===== config.mk =====
export PLATFORM = sky130hd
export DESIGN_NAME = wb_regfile_hilo
export DESIGN_NICKNAME = d
export VERILOG_FILES = /design/src/rtl/wb_regfile_hilo.sv
export SDC_FILE = /design/constraint.sdc
export NUM_CORES = 2
export LEC_CHECK = 0
export CORE_ASPECT_RATIO = 1.75
export CORE_MARGIN = 2
export CORE_UTILIZATION = 40
export DETAILED_ROUTE_END_ITERATION = 7
export SYNTH_ARGS = -nofsm -noshare
export SYNTH_HDL_FRONTEND = slang
export SYNTH_SLANG_ARGS = --single-unit
export TNS_END_PERCENT = 5

===== constraint.sdc =====
create_clock -name clk -period 5 [get_ports clk]
set_input_delay 0.5 -clock clk [delete_from_list [all_inputs] [get_ports clk]]
set_output_delay 0.5 -clock clk [all_outputs]
set_load 0.02 [all_outputs]

===== src/rtl/wb_regfile_hilo.sv =====
// Writeback-side GPR file and HI/LO pair.
// Commits MEM/WB writes on the edge and serves bypassed combinational reads.
module wb_regfile_hilo #(
  parameter int DATA_W = 32,
  parameter int ADDR_W = 5,
  parameter int NREGS  = 32
) (
  input  logic              clk,
  input  logic              rst,
  input  logic              wb_wreg,
  input  logic [ADDR_W-1:0] wb_wd,
  input  logic [DATA_W-1:0] wb_wdata,
  input  logic              wb_whilo,
  input  logic [DATA_W-1:0] wb_hi,
  input  logic [DATA_W-1:0] wb_lo,
  input  logic              re1,
  input  logic [ADDR_W-1:0] raddr1,
  output logic [DATA_W-1:0] rdata1,
  input  logic              re2,
  input  logic [ADDR_W-1:0] raddr2,
  output logic [DATA_W-1:0] rdata2,
  output logic [DATA_W-1:0] hi_o,
  output logic [DATA_W-1:0] lo_o
);

  logic [DATA_W-1:0] regs_q [NREGS];
  logic [DATA_W-1:0] regs_d [NREGS];
  logic [DATA_W-1:0] hi_q, hi_d;
  logic [DATA_W-1:0] lo_q, lo_d;

  logic gpr_we;

  // Writes to $0 are dropped here so the entry stays zero in storage.
  assign gpr_we = wb_wreg && (wb_wd != '0);

  always_comb begin
    regs_d = regs_q;
    if (gpr_we) begin
      regs_d[wb_wd] = wb_wdata;
    end
  end

  always_comb begin
    hi_d = hi_q;
    lo_d = lo_q;
    if (wb_whilo) begin
      hi_d = wb_hi;
      lo_d = wb_lo;
    end
  end

  always_ff @(posedge clk) begin
    if (rst) begin
      for (int i = 0; i < NREGS; i++) begin
        regs_q[i] <= '0;
      end
      hi_q <= '0;
      lo_q <= '0;
    end else begin
      for (int i = 0; i < NREGS; i++) begin
        regs_q[i] <= regs_d[i];
      end
      hi_q <= hi_d;
      lo_q <= lo_d;
    end
  end

  always_comb begin
    rdata1 = '0;
    if (rst || !re1 || (raddr1 == '0)) begin
      rdata1 = '0;
    end else if (wb_wreg && (raddr1 == wb_wd)) begin
      rdata1 = wb_wdata;
    end else begin
      rdata1 = regs_q[raddr1];
    end
  end

  always_comb begin
    rdata2 = '0;
    if (rst || !re2 || (raddr2 == '0)) begin
      rdata2 = '0;
    end else if (wb_wreg && (raddr2 == wb_wd)) begin
      rdata2 = wb_wdata;
    end else begin
      rdata2 = regs_q[raddr2];
    end
  end

  // HI and LO share one select so they can never diverge.
  always_comb begin
    hi_o = hi_q;
    lo_o = lo_q;
    if (rst) begin
      hi_o = '0;
      lo_o = '0;
    end else if (wb_whilo) begin
      hi_o = wb_hi;
      lo_o = wb_lo;
    end
  end

endmodule


# --- After elaboration in Yosys (flattened, before gate mapping) ---
# Cells that the tools add are included.
word_totals:
  ff_bits: 1088
  input_bits: 117
  output_inout_bits: 128
  elab_cells: 73
op_classes:
  order_cmp: 4
  eq_ne: 2
  mux: 17
  bitwise_logic: 3
  reduce_logical: 13
ops:
  columns: ["cell", "count"]
  rows:
  - ["$bwmux 1024", 1]
  - ["$mux 32", 13]
  - ["$bmux 32 s5", 2]
  - ["$demux 32 s5", 1]
  - ["$ge 6x6->1 const B", 3]
  - ["$not 5->6", 3]
  - ["$eq 5x5->1", 2]
  - ["$logic_not 5->1", 2]
  - ["$lt 6x1->1 const B", 1]
  - ["$reduce_bool 5->1", 1]
  - ["$logic_and 1x1->1", 4]
  - ["$logic_or 1x1->1", 4]
  - ["$logic_not 1->1", 2]

# --- Logic depth before layout (Yosys ltp) ---
logic_depth:
  word_depth: 6
  depth_mapped: 10

# --- Worst setup path after synthesis ---
# Ideal clock, no wire load.
synth_timing:
  path_kind: "input port to output port"
  startpoint: "in raddr2[1]"
  endpoint: "out rdata2[23]"
  arrival_ns: 2.139
  required_ns: 4.500
  slack_ns: 2.361
  path_stages: 8
  n_path_buf: 4
  cell_sequence: "buf_2 -> buf_2 -> buf_4 -> clkbuf_1 -> mux4_2 -> a22oi_1 -> nand2_1 -> a32o_1"
synth_between:
  elab_chain_cells: 6
synth_rtl:
  columns: ["element", "line_no", "source"]
  rows:
  - ["start, declared", "20", "input logic [ADDR_W-1:0] raddr2,"]
  - ["$not 5->6 (not written as such)", "86", "rdata2 = regs_q[raddr2];"]
  - ["$bmux 32 s5", "86", null]
  - ["$mux 32 (not written as such) (2 in series)", "86", null]
  - ["$mux 32", "83", "end else if (wb_wreg && (raddr2 == wb_wd)) begin"]
  - ["$mux 32 *", "81", "if (rst || !re2 || (raddr2 == '0)) begin"]
  - ["end, declared", "21", "output logic [DATA_W-1:0] rdata2,"]
# Every way passes the cells marked *; elsewhere a longest branch is shown, timed or not. The select of a mux whose other input is x is not followed.

# --- Worst setup path in the final report ---
layout_timing:
  startpoint: "in raddr1[4]"
  endpoint: "out rdata1[30]"
layout_between:
  elab_chain_cells: 6
layout_rtl:
  columns: ["element", "line_no", "source"]
  rows:
  - ["start, declared", "17", "input logic [ADDR_W-1:0] raddr1,"]
  - ["$not 5->6 (not written as such)", "75", "rdata1 = regs_q[raddr1];"]
  - ["$bmux 32 s5", "75", null]
  - ["$mux 32 (not written as such) (2 in series)", "75", null]
  - ["$mux 32", "72", "end else if (wb_wreg && (raddr1 == wb_wd)) begin"]
  - ["$mux 32 *", "70", "if (rst || !re1 || (raddr1 == '0)) begin"]
  - ["end, declared", "18", "output logic [DATA_W-1:0] rdata1,"]
# Marked as above.

==> flow_metrics.py <==
metrics = {
    "route": {
        "via_per_inst": 6.26,
        "num_vias": 50900,
        "wl_per_cell_um": 28.9,
        "wirelength_um": 235000,
        "drtIter0Drc": 6963,
        "drc": 0,
        "ant_nets": 0,
        "first_pass_iters": 8,
    },
    "cts": {
        "cts_tree": "yes",
        "cts_buffer_depth": 3,
        "clkSlewWorstSetupHoldPaths_ps": 60,
        "cts_buffers": 108,
        "ctsHoldBuffers": 0,
        "htree_levels": 3,
        "clk-insertion-delay-late_ps": 730,
        "clock-sinks": 1088,
        "cts_resized": 0,
        "post_cts_buffers": 0,
        "clockRootBuffer": "clkbuf_16",
    },
    "timing": {
        "tightest_slew_ps": 1290,
        "rsz0062_at_grt": "no",
        "min_period_over_period": 1.03,
        "setup_viol": 1,
        "finalHoldViolCount": 0,
        "fin_skew_ps": 0,
        "slew_violations": 0,
        "fmax_mhz": 195,
        "worst_slack_ps": -134,
        "fin_crit_ps": 5130,
        "max_slew_margin": 0.138,
    },
    "cells_and_area": {
        "design_area_sq_um": 62300,
        "multi_input_area_sq_um": 30300,
        "register_area_sq_um": 21800,
        "fin_nets": 6339,
        "fill_cells": 13200,
        "instances_no_fill": 8127,
        "drive_above_1_share": 0.149,
        "area_growth_pct": 14.0,
    },
    "synth": {
        "syn-mean-instance-area_sq_um": 8.62,
        "synth_edf_count": 0,
        "yosysTopAreaCell": "dfxtp_1",
        "synth_commonest_cells": "nand2_1, dfxtp_1, a21oi_1",
        "syn-cell-area_sq_um": 54600,
        "synthTopCellsByArea": "dfxtp_1, mux4_2, nand2_1, a21oi_1, mux2i_1",
        "synth_nets": 6451,
        "synth_cell_type_count": 50,
        "ys_async_sr_fraction": 0,
        "synthMostInstantiatedCell": "nand2_1",
        "synth-main-ff-cell": "dfxtp_1",
        "seq_area_frac_synth": 0.399,
        "syn_inst": 6334,
        "yosysTopAreaCellShare": 0.399,
        "synth-seq-cells": 1088,
        "ys_warn_count": 0,
    },
    "place": {
        "place_area_sq_um": 58600,
        "hpwl_um": 140000,
        "gp_congestion": 0.906,
        "placed_cells": 7922,
        "placement.io_buffers": 244,
    },
    "worst_setup_path": {
        "critPathMaxStageDelay_ps": 1050,
        "crit_required_ps": 4500,
        "worstPathCellList": "buf_2 > buf_4 > nand2b_1 > nor3b_1 > nor4_1 > nand2_1 > o21ai_0 > clkdlybuf4s50_1",
        "cp.arrival_ps": 4630,
        "crit_family": "simple AND/OR/NAND/NOR gates",
        "critPathLaunchType": "primary input",
        "worst_path_max_delay_cell": "nor4_1",
        "crit_buf_inv": 3,
        "cp_max_fo": 19,
        "crit_path_end_kind": "output pin",
        "r2r_slack_ps": 4260,
        "worstSetupPathType": "in2out",
    },
    "power_and_ir_drop": {
        "p_leak_nw": 20.7,
        "p_clk_frac": 0.446,
        "netSwitchingFraction": 0.265,
        "ir_drop_v": 0.000294,
        "p_switching_w": 0.00515,
        "p_per_area_nw_per_um2": 312,
        "power_frac_seq": 0.453,
        "power_frac_comb": 0.101,
        "intPower_w": 0.0143,
    },
    "floorplan": {
        "dieHeight_um": 493,
        "fp-row-count": 179,
        "start_util": 0.402,
        "dieArea_sq_um": 140000,
        "die_w_um": 283,
        "ioPinCount": 245,
        "core_area_sq_um": 136000,
    },
    "status": {
        "outcome": "finished, violations left",
        "violations": "setup timing",
    },
    "global_route": {
        "grt-ovfl-total": 0,
        "grt_pass1_wl_um": 336000,
        "grt_antenna_before_repair": 10,
        "grt_pass1_vias": 48800,
        "track_usage": 0.326,
        "grt_max_degree": 174,
    },
    "worst_hold_path": {
        "hp-class": "in2reg",
    },
    "flow_run": {
        "maxCapViolCount": 0,
    },
}
-- layout by cell type, fill, tap and decap left out, types with 47 or more instances in the layout --
cell type / count
a22oi_1: 62
clkdlybuf4s50_1: 219
mux4_2: 378
mux2_2: 67
buf_4: 196
clkbuf_16: 109
mux2i_1: 300
nand2_1: 2186
o22ai_1: 47
nor2_1: 69
dfxtp_1: 1088
a21oi_1: 1029
-- registers in the layout, summed over array words and instances (netlist names) --
name and count:
regs_q 1024, hi_q 32, lo_q 32
-- cell families after synthesis --
family | Yosys count | synth area share
compound gates | 1341 | 0.139
buf+inv | 672 | 0.0543
mux | 756 | 0.230
simple gates | 2467 | 0.176
xor+xnor | 10 | 0.00160
flops | 1088 | 0.399
-- cell type report --
type,count,area share
Clock buffer,156,0.0500
Clock inverter,45,0.00910
Antenna cell,4,0.000161
Timing Repair Buffer,450,0.0687
Tap cell,1810,0.0364
Sequential cell,1088,0.350
Multi-Input combinational cell,4574,0.486
-- power groups by stage --
stage	logic, W	clock network [W]	registers (W)
2_1_floorplan	0.00112	0	0.00898
3_3_place_gp	0.00191	0	0.00899
3_5_place_dp	0.00191	0	0.00900
4_1_cts	0.00191	0.00873	0.00880
5_1_grt	0.00201	0.00909	0.00881
6_report	0.00197	0.00868	0.00880
-- final timing paths --
path	cells after the start	start	end
worst max-delay path	8	raddr1[4]	rdata1[30]
worst min-delay path	2	rst	regs_q[746]
worst min register to register	2	regs_q[179]	regs_q[179]
worst max register to register	2	regs_q[807]	regs_q[807]
-- metrics by stage --
stage	utilization	worst slack, ps	setup TNS, ps	total power, W	hold WS [ps]
final	0.459	-134	-134	0.0194	258
after global placement	0.432	376	0	0.0109	448
after global routing	0.459	164	0	0.0199	275
after CTS	0.459	286	0	0.0194	246
after floorplan	-	2360	0	0.0101	441
after detailed placement	0.432	299	0	0.0109	456
-- metal layers --
layer  GRT usage  up-vias  wire [um]
li1            -    21700          -
met5           0        -         96
met4       0.237       14      19500
met2       0.511     3416     106000
met1       0.390    24700      83700
met3      0.0786     1046      25700
Power figures use the tool's default switching activity.
